### src/rtl/sevseg_pkg.sv
// Shared types and helpers for the seven-segment scan controller.
// Holds the scan state encoding, the dark-digit code and counter sizing.
package sevseg_pkg;

    typedef enum logic [0:0] {
        StBlank,
        StDrive
    } scan_state_e;

    localparam logic [3:0] BCD_BLANK = 4'hF;

    // Bits needed to hold values 0..max_count-1, never less than one.
    function automatic int unsigned cnt_width(int unsigned max_count);
        return (max_count > 1) ? int'($clog2(max_count)) : 1;
    endfunction

endpackage

### src/rtl/sevseg_scan_ctrl_if.sv
// Load port and display outputs of the scan controller.
// The game logic holds the master side; the controller is the slave.
interface sevseg_scan_ctrl_if #(
    parameter int unsigned NUM_DIGITS = 4
);
    logic                    load_valid;
    logic                    load_ready;
    logic [4*NUM_DIGITS-1:0] load_digits;
    logic [NUM_DIGITS-1:0]   load_blank;
    logic [NUM_DIGITS-1:0]   load_blink;
    logic [3:0]              bcd;
    logic [NUM_DIGITS-1:0]   dig_an;
    logic                    frame_done;

    modport master (
        output load_valid, load_digits, load_blank, load_blink,
        input  load_ready, bcd, dig_an, frame_done
    );

    modport slave (
        input  load_valid, load_digits, load_blank, load_blink,
        output load_ready, bcd, dig_an, frame_done
    );
endinterface

### src/rtl/sevseg_slot_timer.sv
// Loadable down-counter timing BLANK and DRIVE phases of a scan slot.
// tc_next_o flags that the count will be at terminal on the next cycle.
module sevseg_slot_timer #(
    parameter int unsigned     Width    = 1,
    parameter logic [Width-1:0] ResetVal = '0
) (
    input  logic             clk,
    input  logic             rst,
    input  logic             load_i,
    input  logic [Width-1:0] load_val_i,
    output logic             tc_o,
    output logic             tc_next_o
);
    logic [Width-1:0] cnt_q, cnt_d;

    always_comb begin
        cnt_d = cnt_q;
        if (load_i) begin
            cnt_d = load_val_i;
        end else if (cnt_q != '0) begin
            cnt_d = cnt_q - 1'b1;
        end
    end

    always_ff @(posedge clk) begin
        if (rst) begin
            cnt_q <= ResetVal;
        end else begin
            cnt_q <= cnt_d;
        end
    end

    assign tc_o      = (cnt_q == '0);
    assign tc_next_o = (cnt_d == '0);
endmodule

### src/rtl/sevseg_scan_ctrl.sv
// Time-multiplexed scan controller for common-anode seven-segment digits.
// Loads are double-buffered and committed only at frame boundaries.
module sevseg_scan_ctrl
    import sevseg_pkg::*;
#(
    parameter int unsigned NUM_DIGITS   = 4,
    parameter int unsigned DWELL_CYCLES = 50000,
    parameter int unsigned BLANK_CYCLES = 500,
    parameter int unsigned BLINK_FRAMES = 32
) (
    input logic               clk,
    input logic               rst,
    sevseg_scan_ctrl_if.slave bus
);
    localparam int unsigned MaxSlot = (DWELL_CYCLES > BLANK_CYCLES) ? DWELL_CYCLES : BLANK_CYCLES;
    localparam int unsigned TimerW  = cnt_width(MaxSlot);
    localparam int unsigned IdxW    = cnt_width(NUM_DIGITS);
    localparam int unsigned FrameW  = cnt_width(BLINK_FRAMES);

    localparam logic [TimerW-1:0] BlankLoad = TimerW'(BLANK_CYCLES - 1);
    localparam logic [TimerW-1:0] DwellLoad = TimerW'(DWELL_CYCLES - 1);
    localparam logic [IdxW-1:0]   LastIdx   = IdxW'(NUM_DIGITS - 1);
    localparam logic [FrameW-1:0] LastFrame = FrameW'(BLINK_FRAMES - 1);

    scan_state_e             state_q, state_d;
    logic [IdxW-1:0]         idx_q, idx_d;
    logic [FrameW-1:0]       frame_q, frame_d;
    logic                    phase_q, phase_d;
    logic [4*NUM_DIGITS-1:0] act_digits_q, act_digits_d, pend_digits_q, pend_digits_d;
    logic [NUM_DIGITS-1:0]   act_blank_q, act_blank_d, pend_blank_q, pend_blank_d;
    logic [NUM_DIGITS-1:0]   act_blink_q, act_blink_d, pend_blink_q, pend_blink_d;
    logic                    pending_q, pending_d;
    logic [3:0]              bcd_q, bcd_d;
    logic [NUM_DIGITS-1:0]   dig_an_q, dig_an_d;
    logic                    frame_done_q, frame_done_d;
    logic                    timer_load, tc, tc_next, boundary;
    logic [TimerW-1:0]       timer_val;
    logic [NUM_DIGITS-1:0]   dark_q;

    // Reset preloads the blank duration so the first slot after reset is full length.
    sevseg_slot_timer #(
        .Width   (TimerW),
        .ResetVal(BlankLoad)
    ) u_timer (
        .clk       (clk),
        .rst       (rst),
        .load_i    (timer_load),
        .load_val_i(timer_val),
        .tc_o      (tc),
        .tc_next_o (tc_next)
    );

    assign dark_q = act_blank_q | (act_blink_q & {NUM_DIGITS{phase_q}});

    always_comb begin
        state_d       = state_q;
        idx_d         = idx_q;
        frame_d       = frame_q;
        phase_d       = phase_q;
        act_digits_d  = act_digits_q;
        act_blank_d   = act_blank_q;
        act_blink_d   = act_blink_q;
        pend_digits_d = pend_digits_q;
        pend_blank_d  = pend_blank_q;
        pend_blink_d  = pend_blink_q;
        pending_d     = pending_q;
        bcd_d         = bcd_q;
        dig_an_d      = dig_an_q;
        timer_load    = 1'b0;
        timer_val     = DwellLoad;
        boundary      = 1'b0;

        unique case (state_q)
            StBlank: begin
                if (tc) begin
                    state_d    = StDrive;
                    timer_load = 1'b1;
                    timer_val  = DwellLoad;
                    dig_an_d   = '1;
                    if (!dark_q[idx_q]) dig_an_d[idx_q] = 1'b0;
                end
            end
            StDrive: begin
                if (tc) begin
                    state_d    = StBlank;
                    timer_load = 1'b1;
                    timer_val  = BlankLoad;
                    dig_an_d   = '1;
                    idx_d      = (idx_q == LastIdx) ? '0 : idx_q + 1'b1;
                    boundary   = (idx_q == LastIdx);
                end
            end
            default: state_d = StBlank;
        endcase

        if (boundary) begin
            if (pending_q) begin
                act_digits_d = pend_digits_q;
                act_blank_d  = pend_blank_q;
                act_blink_d  = pend_blink_q;
                pending_d    = 1'b0;
            end
            if (frame_q == LastFrame) begin
                frame_d = '0;
                phase_d = ~phase_q;
            end else begin
                frame_d = frame_q + 1'b1;
            end
        end

        if (bus.load_valid && !pending_q) begin
            pend_digits_d = bus.load_digits;
            pend_blank_d  = bus.load_blank;
            pend_blink_d  = bus.load_blink;
            pending_d     = 1'b1;
        end

        // BLANK entry samples post-commit contents so a new frame shows new values at once.
        if (state_q == StDrive && tc) begin
            bcd_d = (act_blank_d[idx_d] | (act_blink_d[idx_d] & phase_d)) ? BCD_BLANK
                  : act_digits_d[{idx_d, 2'b00} +: 4];
        end
    end

    assign frame_done_d = (state_d == StDrive) && (idx_d == LastIdx) && tc_next;

    always_ff @(posedge clk) begin
        if (rst) begin
            state_q       <= StBlank;
            idx_q         <= '0;
            frame_q       <= '0;
            phase_q       <= 1'b0;
            act_digits_q  <= '0;
            act_blank_q   <= '0;
            act_blink_q   <= '0;
            pend_digits_q <= '0;
            pend_blank_q  <= '0;
            pend_blink_q  <= '0;
            pending_q     <= 1'b0;
            bcd_q         <= BCD_BLANK;
            dig_an_q      <= '1;
            frame_done_q  <= 1'b0;
        end else begin
            state_q       <= state_d;
            idx_q         <= idx_d;
            frame_q       <= frame_d;
            phase_q       <= phase_d;
            act_digits_q  <= act_digits_d;
            act_blank_q   <= act_blank_d;
            act_blink_q   <= act_blink_d;
            pend_digits_q <= pend_digits_d;
            pend_blank_q  <= pend_blank_d;
            pend_blink_q  <= pend_blink_d;
            pending_q     <= pending_d;
            bcd_q         <= bcd_d;
            dig_an_q      <= dig_an_d;
            frame_done_q  <= frame_done_d;
        end
    end

    assign bus.load_ready = ~pending_q;
    assign bus.bcd        = bcd_q;
    assign bus.dig_an     = dig_an_q;
    assign bus.frame_done = frame_done_q;
endmodule
### src/flat_wrapper.sv
// flat-port wrapper written by rule: the top's interface ports become plain ports
module sevseg_scan_ctrl_flat import sevseg_pkg::*;
#(
    parameter int unsigned NUM_DIGITS   = 4,
    parameter int unsigned DWELL_CYCLES = 50000,
    parameter int unsigned BLANK_CYCLES = 500,
    parameter int unsigned BLINK_FRAMES = 32
)
  (clk, rst, bus_load_valid, bus_load_digits, bus_load_blank, bus_load_blink, bus_load_ready, bus_bcd, bus_dig_an, bus_frame_done);
  sevseg_scan_ctrl_if #(.NUM_DIGITS(NUM_DIGITS)) bus_i ();
  input logic clk;
  input logic rst;
  input wire logic [$bits(bus_i.load_valid)-1:0] bus_load_valid;
  input wire logic [$bits(bus_i.load_digits)-1:0] bus_load_digits;
  input wire logic [$bits(bus_i.load_blank)-1:0] bus_load_blank;
  input wire logic [$bits(bus_i.load_blink)-1:0] bus_load_blink;
  output wire logic [$bits(bus_i.load_ready)-1:0] bus_load_ready;
  output wire logic [$bits(bus_i.bcd)-1:0] bus_bcd;
  output wire logic [$bits(bus_i.dig_an)-1:0] bus_dig_an;
  output wire logic [$bits(bus_i.frame_done)-1:0] bus_frame_done;
  assign bus_i.load_valid = bus_load_valid;
  assign bus_i.load_digits = bus_load_digits;
  assign bus_i.load_blank = bus_load_blank;
  assign bus_i.load_blink = bus_load_blink;
  assign bus_load_ready = bus_i.load_ready;
  assign bus_bcd = bus_i.bcd;
  assign bus_dig_an = bus_i.dig_an;
  assign bus_frame_done = bus_i.frame_done;
  sevseg_scan_ctrl #(.NUM_DIGITS(NUM_DIGITS), .DWELL_CYCLES(DWELL_CYCLES), .BLANK_CYCLES(BLANK_CYCLES), .BLINK_FRAMES(BLINK_FRAMES)) u_core (.clk(clk), .rst(rst), .bus(bus_i));
endmodule
### config.mk
export PLATFORM = sky130hd
export DESIGN_NAME = sevseg_scan_ctrl_flat
export DESIGN_NICKNAME = d
export VERILOG_FILES = /design/src/rtl/sevseg_pkg.sv /design/src/rtl/sevseg_scan_ctrl_if.sv /design/src/rtl/sevseg_slot_timer.sv /design/src/rtl/sevseg_scan_ctrl.sv /design/src/flat_wrapper.sv
export SDC_FILE = /design/constraint.sdc
export NUM_CORES = 1
export LEC_CHECK = 0
export CELL_PAD_IN_SITES_DETAIL_PLACEMENT = 1
export CELL_PAD_IN_SITES_GLOBAL_PLACEMENT = 1
export CORE_AREA = 5 5 93 138
export CTS_CLUSTER_DIAMETER = 60
export DETAILED_ROUTE_END_ITERATION = 12
export DIE_AREA = 0 0 98 143
export PLACE_DENSITY_LB_ADDON = 0.1
export SLEW_MARGIN = 10
export SYNTH_ARGS = -nofsm -noshare
export SYNTH_HDL_FRONTEND = slang
export SYNTH_HIERARCHICAL = 1
export SYNTH_SLANG_ARGS = --single-unit
### constraint.sdc
create_clock -name clk -period 5.2 [get_ports clk]
set_clock_uncertainty 0.2 [all_clocks]
set_input_delay 0.78 -clock clk [delete_from_list [all_inputs] [get_ports clk]]
set_output_delay 0.78 -clock clk [all_outputs]
set_load 0.01 [all_outputs]
Word-level counts from Yosys, hierarchy flattened
Index checks and enable logic that the tools add are counted.
- bits of input ports: 27
- word-level logic and storage cells: 82
- latch bits: 0
- register bits after elaboration: 83
- output and inout bits: 10
- RAM bits: 0
- ROM bits: 0
- memories kept: 0
- magnitude comparators: 3
- mux-type cells: 36
- equal/unequal tests: 5
- multiply operators: 0
- add/subtract/negate cells: 3
- div/mod/pow operators: 0
- reduce and logical (&&, ||, !) cells: 11
- shift-type cells: 1
- bitwise logic cells: 8
- operator list (operator ; count):
    16-bit two-way mux ; 5
    16-bit logical NOT ; 2
    4-bit two-way mux ; 8
    16-bit one-hot mux with 2 select lines ; 1
    16-bit nonzero test ; 1
    16-bit by 5-bit variable part select with 4-bit output ; 1
    16-bit by 1-bit subtractor with 16-bit output (second input constant) ; 1
    1-bit two-way mux ; 12
    4-bit one-hot mux with 2 select lines ; 1
    1-bit binary-select mux with 2-bit select ; 3
    2-bit by 3-bit less-than comparator with 1-bit output (second input constant) ; 2
    2-bit two-way mux ; 3
    5-bit by 1-bit adder with 5-bit output (second input constant) ; 1
    5-bit == test (second input constant) ; 1
    1-bit logical AND ; 5
    5-bit two-way mux ; 1
    4-bit AND ; 1
    2-bit == test (second input constant) ; 2
    4-bit NOT ; 1
    4-bit OR ; 1
    1-bit NOT ; 3
    2-bit by 1-bit adder with 2-bit output (second input constant) ; 1
    1-bit demux with 2-bit select ; 1
    2-bit by 1-bit >= comparator with 1-bit output (second input constant) ; 1
    other kinds (8) ; 8

Longest topological paths before layout
Gate-level depths: netlist of the first run.
- depth in word-level cells: 9
- depth in mapped cells: 16
- gate-level depth less buffers: 15

Modules after synthesis
Netlist of the first run, hierarchy kept.
- modules (own cells, without submodules) (module ; cells an instance ; area each (um2) ; sequential area each (um2) ; instances):
    sevseg_scan_ctrl ; 297 ; 2811.4 ; 1341.3 ; 1
    sevseg_slot_timer ; 137 ; 1078.5 ; 320.3 ; 1

Worst setup path before layout of the first run
No wires, ideal clock.
- kind: register to register
- start: reg u_core.u_timer.cnt_q[9]
- end: reg u_core.frame_done_q, in the netlist u_core/bus.frame_done
- clock period less this slack: 3.778 ns
- cell stages (with the launch flop): 13
- setup time: 0.078 ns
- data required time: 4.922 ns
- buffers on the path: 3
- setup slack: 1.422 ns
- data arrival time: 3.500 ns
- cells stage by stage: dfxtp_1 > or4_4 > or4b_1 > buf_2 > nor2_1 > clkbuf_1 > clkbuf_1 > nor2_1 > a221oi_1 > nand4_1 > nor4_2 > nand2_1 > nor3_1
- cells in the longest elaborated chain, start to end: 6
- ends and longest elaborated chain (item ; line ; RTL):
    start, declared ; sevseg_slot_timer.sv:14 ; logic [Width-1:0] cnt_q, cnt_d;
    start signal, assigned ; sevseg_slot_timer.sv:27 ; cnt_q <= ResetVal;
    start signal, assigned ; sevseg_slot_timer.sv:29 ; cnt_q <= cnt_d;
    16-bit logical NOT * ; sevseg_slot_timer.sv:33 ; assign tc_o = (cnt_q == '0);
    via u_core.tc ; sevseg_scan_ctrl.sv:36 ; logic timer_load, tc, tc_next, boundary;
    16-bit two-way mux ; sevseg_scan_ctrl.sv:84 ; if (tc) begin
    16-bit one-hot mux with 2 select lines ; sevseg_scan_ctrl.sv:73 ; unique case (state_q)
    16-bit two-way mux * ; sevseg_slot_timer.sv:18 ; if (load_i) begin
    16-bit logical NOT * ; sevseg_slot_timer.sv:34 ; assign tc_next_o = (cnt_d == '0);
    via u_core.tc_next ; sevseg_scan_ctrl.sv:36 ;
    1-bit logical AND * ; sevseg_scan_ctrl.sv:125 ; assign frame_done_d = (state_d == StDrive) && (idx_d == LastIdx) && tc_next;
    end signal, assigned ; sevseg_scan_ctrl.sv:157 ; frame_done_q <= frame_done_d;
    end, declared ; sevseg_scan_ctrl.sv:35 ; logic frame_done_q, frame_done_d;
Mark *: on every way through the listed nets, which the timed path passes. The rest lies on a longest branch.
A chain may end at the register's enable or synchronous reset.

Final worst setup path of the first run
Same ends and word-level chain as after synthesis.

==> results.toml, run 1 <==
[run_status]
status = "finished clean"

[logic_synthesis]
async_reset_ff_frac = 0
synth_edf_count = 0
synth_ff_type = "dfxtp_1"
ys_warn_count = 6
synthDistinctLibCells = 65
syn_inst = 434
synth_seq_cells = 83
syn_area_um2 = 3890
ys_seq_area_frac = 0.4271
avgSynthCellArea_um2 = 8.963

[clock_tree]
postCtsSetupRepairBufs = 0
cts_buffers = 9
clockRootBuffer = "clkbuf_16"
insertion_delay_ns = 0.33
cts_tree = "built"
holdBufCountCts = 0
cts_buffer_depth = 2
clk_pin_slew_worst_paths_ns = 0.07
cts-resized-gates = 0
cts.sinks = 83
htreeDepth = 3

[finish]
area.sequential_um2 = 1662
final_nets = 512
fin_util = 0.4135
final_cell_mix = "dfxtp_1 (83), nand2_1 (63), nor2_1 (56)"
area_growth_pct = 21.94
final_common_cell = "dfxtp_1"
drive_gt1_frac = 0.1067
fillers = 1334
multi_input_area_um2 = 2121
diodes = 0

[setup_path]
worstSetupPathType = "reg -> reg"
required_ns = 5.25
rrSetupSlack_ns = 1.04
worst_path_max_delay_cell = "or4b_1"
crit_start = "u_core/u_timer/cnt_q[9]"
crit_path_end_kind = "register"
setup.worst_path.end = "u_core/bus.frame_done"
crit_path_start_kind = "register"
rr_startpoint = "u_core/u_timer/cnt_q[9]"
critical-path-top-delay-family = "simple AND/OR/NAND/NOR gates"
ff2ff_path_depth = 12
crit_path_max_fanout = 19
cp_cell_sequence = "or4_4, or4b_1, nor2_2, buf_4, inv_2, nand2_1, a21oi_1, a31oi_1, nand4_2, nor4_2, nand2_1, nor3_1"
max_stage_delay_ns = 0.86
reg2reg_to = "u_core/bus.frame_done"
path_buf_inv = 2
arrival_ns = 4.20
crit_top_cell = "nand2_1"
cp.depth = 12

[power_and_ir_drop]
power_per_cell_area_nw_per_um2 = 306.7
leakagePower_nw = 2.005
ir_worst_vdd_v = 0.0001393

[timing]
slew_headroom = 0.3369
worst_slew_pin_slew_ns = 0.9902
max_freq_ghz = 0.2406
period_share = 0.7992
fin_crit_ns = 4.156
finalMaxSlewViolations = 0
hold_violations = 0
fin_tns_setup_ns = 0
setup_viol = 0
rsz0062_at_grt = "no"

[detailed_routing]
drcViolationCount = 0
drtPass1Iterations = 4
route.vias.total = 3223
viasPerCell = 5.132
wl_per_cell_um = 16.43
drtAntennaViolNets = 0
drt_iter0_markers = 93
totalWireLength_um = 10320

[floorplanning]
die_w_um = 98
start_util = 0.3391
dieArea_um2 = 14010
fp.coreArea_um2 = 11470
fp.dieH_um = 143
num_rows = 48
ios = 37

[job]
max-cap-violations = 0

[global_route]
grt_pass1_wl_um = 17290
grt_overflow = 0
grt_start_max_net_pins = 43
grt_antenna_before_repair = 0
grt_pass1_vias = 3467
grt_use_total = 0.1544

[place]
hpwl_um = 7628
io_buffers = 36
gp_congestion = 0.8389

[worst_hold_path]
hold_class = "reg -> reg"
hp-start = "u_core/pend_blink_q[3]"
[flip-flops by register name, summed over array words and instances, names as in the netlist]
name                   cells
u_core/state_q             1
u_core/phase_q             1
u_core/bus.bcd             4
u_core/pend_blank_q        4
u_core/idx_q               2
u_core/frame_q             5
u_core/pend_blink_q        4
u_core/pend_digits_q      16
u_core/bus.dig_an          4
u_core/act_digits_q       16
u_core/act_blank_q         4
u_core/pending_q           1
u_core/u_timer/cnt_q      16
u_core/bus.frame_done      1
u_core/act_blink_q         4
[cell usage after synthesis, drive strengths merged, types with 6 or more instances]
cell | n | area share
mux2i | 37 | 0.099
dfxtp | 83 | 0.43
ha | 12 | 0.039
clkbuf | 17 | 0.016
nor3 | 14 | 0.018
a21oi | 41 | 0.053
inv | 12 | 0.012
or2 | 6 | 0.0097
nor2 | 57 | 0.055
nand2 | 64 | 0.064
[power by group]
| group | switching (W) | internal [W] |
|---|---|---|
| sequential | 0.0000114 | 0.000651 |
| combinational | 0.0000441 | 0.0000370 |
| clock | 0.000271 | 0.000440 |
[worst register-to-register path, cell delays in order (launching register included)]
cell and delay [ns]:
dfxtp_1 0.35, or4_4 0.58, or4b_1 0.86, nor2_2 0.49, buf_4 0.30, inv_2 0.20
nand2_1 0.11, a21oi_1 0.04, a31oi_1 0.27, nand4_2 0.15, nor4_2 0.31, nand2_1 0.08
nor3_1 0.15
[layout make-up]
cell class                      instances  share of cell area
Clock inverter                          6             0.02031
Tap cell                              150             0.03957
Sequential cell                        83              0.3503
Multi-Input combinational cell        326              0.4471
Clock buffer                           10             0.05038
Inverter                               12            0.009496
Timing Repair Buffer                   41             0.08283
[how the worst min path moves through the flow]
stage | end | depth (start not counted)
after floorplan | u_core/pend_blank_q[0] | 2
after global placement | u_core/pend_digits_q[12] | 2
after detailed placement | u_core/pend_blink_q[3] | 2
after CTS | u_core/pend_digits_q[1] | 2
after global routing | u_core/pend_digits_q[7] | 2
final | u_core/pend_blink_q[3] | 2
[stage by stage]
step | hold WS (ns) | power [W] | cells | setup WS [ns] | instance area (µm²)
5_1_grt | 0.2839 | 0.001515 | 628 | 0.8207 | 4743
4_1_cts | 0.2595 | 0.001473 | 628 | 1.018 | 4743
3_5_place_dp | 0.2501 | 0.0007600 | 612 | 1.098 | 4408
3_3_place_gp | 0.2486 | 0.0007577 | 612 | 1.219 | 4408
6_report | 0.2543 | 0.001455 | 628 | 1.044 | 4743
2_1_floorplan | 0.2357 | 0.0007189 | 443 | 1.422 | 3924
[layer usage]
metal  vias to the layer above  wire length (µm)  track usage
met5                         -                 0            0
met4                         0               242      0.05835
met3                        17               270      0.02884
met2                        46              5742       0.3011
met1                      1569              4060       0.1616
li1                       1591                 -            -
[logic make-up (layout without fill, tap and decap cells)]
logic type               after synthesis  count (layout)  share of synthesized area
XOR/XNOR                               2               2                   0.004504
flip-flops                            83              83                     0.4271
other                                  2              11                   0.001931
adder cells (fa/ha/maj)               12              12                    0.03860
AO/OA/AOI/OAI                         80              80                     0.1354
buffers and inverters                 34              69                    0.03763
multiplexers                          42              42                     0.1293
AND/OR/NAND/NOR                      179             179                     0.2255
(Power assumes the default switching activity.)
==> run 2: changes to the inputs <==
clock period = 3.9 ns   (was 5.2 ns; I/O delays follow)
==> run 2 against run 1 <==
  * Die area unchanged
  * Global-route usage increased by 0.086 points
  * Flip-flop and latch count unchanged
  * Register-to-register slack got worse by 0.77 ns
  * Critical path depth decreased by 2
  * Sequential share of layout area decreased by 0.17 points
  * Worst setup slack got worse by 0.77 ns
  * Hold slack improved by 0.0034 ns
  * Design area increased by 0.50%
  * Utilization increased by 0.21 points
  * Critical endpoint is now u_core/bus.bcd[3]
==> results.toml, run 2 (synthesis gave the netlist of run 1 again) <==
[run_status]
status = "finished clean"

[timing]
rsz0062_at_grt = "no"
worst_slew_pin_slew_ns = 0.9708
max_freq_ghz = 0.2756
fin_tns_setup_ns = 0
hold_violations = 0
fin_crit_ns = 3.629
setup_viol = 0
slew_headroom = 0.3499
period_share = 0.9305
layout_setup_ws_ns = 0.2710
finalMaxSlewViolations = 0

[global_route]
grt_pass1_vias = 3474
grt_antenna_before_repair = 0
grt_overflow = 0
grt_pass1_wl_um = 17250
grt_use_total = 0.1552
grt_start_max_net_pins = 49

[power_and_ir_drop]
power_per_cell_area_nw_per_um2 = 391.2
swShare = 0.2375
ir_worst_vdd_v = 0.0001909
power_switching_w = 0.0004430
leakagePower_nw = 2.019
clockPowerShare = 0.469
p_comb_frac = 0.057
p_int_w = 0.001422
seq_power_share = 0.473

[job]
max-cap-violations = 0

[floorplanning]
fp.dieH_um = 143
dieArea_um2 = 14010
num_rows = 48
start_util = 0.3391
die_w_um = 98
ios = 37
fp.coreArea_um2 = 11470

[clock_tree]
clk_pin_slew_worst_paths_ns = 0.07
cts.sinks = 83
htreeDepth = 3
insertion_delay_ns = 0.34
postCtsSetupRepairBufs = 0
cts_buffer_depth = 2
clockRootBuffer = "clkbuf_16"
cts_buffers = 9
cts-resized-gates = 0
holdBufCountCts = 0
cts_tree = "built"

[finish]
final_cell_mix = "dfxtp_1 (83), nand2_1 (63), nor2_1 (56)"
final_nets = 518
reg_top3 = "u_core/act_digits_q (16), u_core/pend_digits_q (16), u_core/u_timer/cnt_q (16)"
final_area_um2 = 4767
area_growth_pct = 22.55
fillers = 1341
diodes = 0
final_common_cell = "dfxtp_1"
drive_gt1_frac = 0.1157

[setup_path]
path_buf_inv = 1
rr_startpoint = "u_core/u_timer/cnt_q[9]"
crit_path_end_kind = "register"
crit_path_start_kind = "register"
worst_path_max_delay_cell = "or4b_1"
cp.depth = 10
crit_start = "u_core/u_timer/cnt_q[9]"
max_stage_delay_ns = 0.59
ff2ff_path_depth = 10
cp_cell_sequence = "or4_4, or4b_1, nor2_2, buf_4, nand2_4, mux2i_4, mux2i_1, and4bb_1, a22o_4, a21oi_1"
required_ns = 3.97
critical-path-top-delay-family = "simple AND/OR/NAND/NOR gates"
worstSetupPathType = "reg -> reg"
arrival_ns = 3.70
crit_path_max_fanout = 7

[detailed_routing]
drtAntennaViolNets = 0
viasPerCell = 5.085
drt_iter0_markers = 87
totalWireLength_um = 10350
route.vias.total = 3224
drcViolationCount = 0
wl_per_cell_um = 16.33
drtPass1Iterations = 4

[place]
place_area_um2 = 4466
dp_slack_ns = 0.3207
hpwl_um = 7482
io_buffers = 36
gp_congestion = 0.8099

[worst_hold_path]
hold_class = "reg -> reg"
hold_path_depth = 2
hp-start = "u_core/pend_digits_q[2]"
==> run 2: changes by cell type in the layout (fill, tap and decap cells not counted), sizes merged <==
cell,delta
bufinv,-1
buf,+6
inv,+1
==> run 2: worst min-delay path, cell delays in order, from the launching register on <==
cell	delay, ns
dfxtp_1	0.31
nand2_1	0.05
a21oi_1	0.05
==> run 2: cell type report <==
| type | count | area, µm² | share of cell area |
|---|---|---|---|
| multi-input combinational | 326 | 2121 | 0.4449 |
| sequential | 83 | 1662 | 0.3486 |
| timing repair buffer | 47 | 450.4 | 0.09449 |
| clock buffer | 10 | 229.0 | 0.04803 |
| tap | 150 | 187.7 | 0.03937 |
| clock inverter | 6 | 72.57 | 0.01522 |
| inverter | 12 | 45.04 | 0.009449 |
==> run 2: layer usage <==
layer  vias up  wire length (µm)  GRT usage
li1       1608                 -          -
met1      1557              4193     0.1602
met2        46              5672     0.3026
met3        13               314    0.03763
met4         0               171    0.05179
met5         -                 0          0
==> run 2: power by group through the flow <==
stage                      logic, W  clock network, W  registers [W]
after floorplan           0.0000618                 0       0.000897
after CTS                  0.000109          0.000904       0.000883
after detailed placement   0.000109                 0       0.000903
final                      0.000107          0.000875       0.000883
after global routing       0.000120          0.000945       0.000885
after global placement     0.000107                 0       0.000902
==> run 2: per-stage QoR <==
step | utilization | power [W] | instances | hold slack (ns)
final | 0.4156 | 0.001865 | 634 | 0.2578
after CTS | 0.4156 | 0.001896 | 634 | 0.2570
after detailed placement | 0.3893 | 0.001012 | 618 | 0.2482
after global routing | 0.4156 | 0.001950 | 634 | 0.2804
after global placement | 0.3893 | 0.001009 | 618 | 0.2448
after floorplan | - | 0.0009585 | 443 | 0.2357
==> run 2: path summary, 6_finish.rpt <==
kind                                                 to  slack, ns
worst max-delay path                  u_core/bus.bcd[3]       0.27
worst min-delay path            u_core/pend_digits_q[2]       0.26
worst max register to register        u_core/bus.bcd[3]       0.27
worst min register to register  u_core/pend_digits_q[2]       0.26
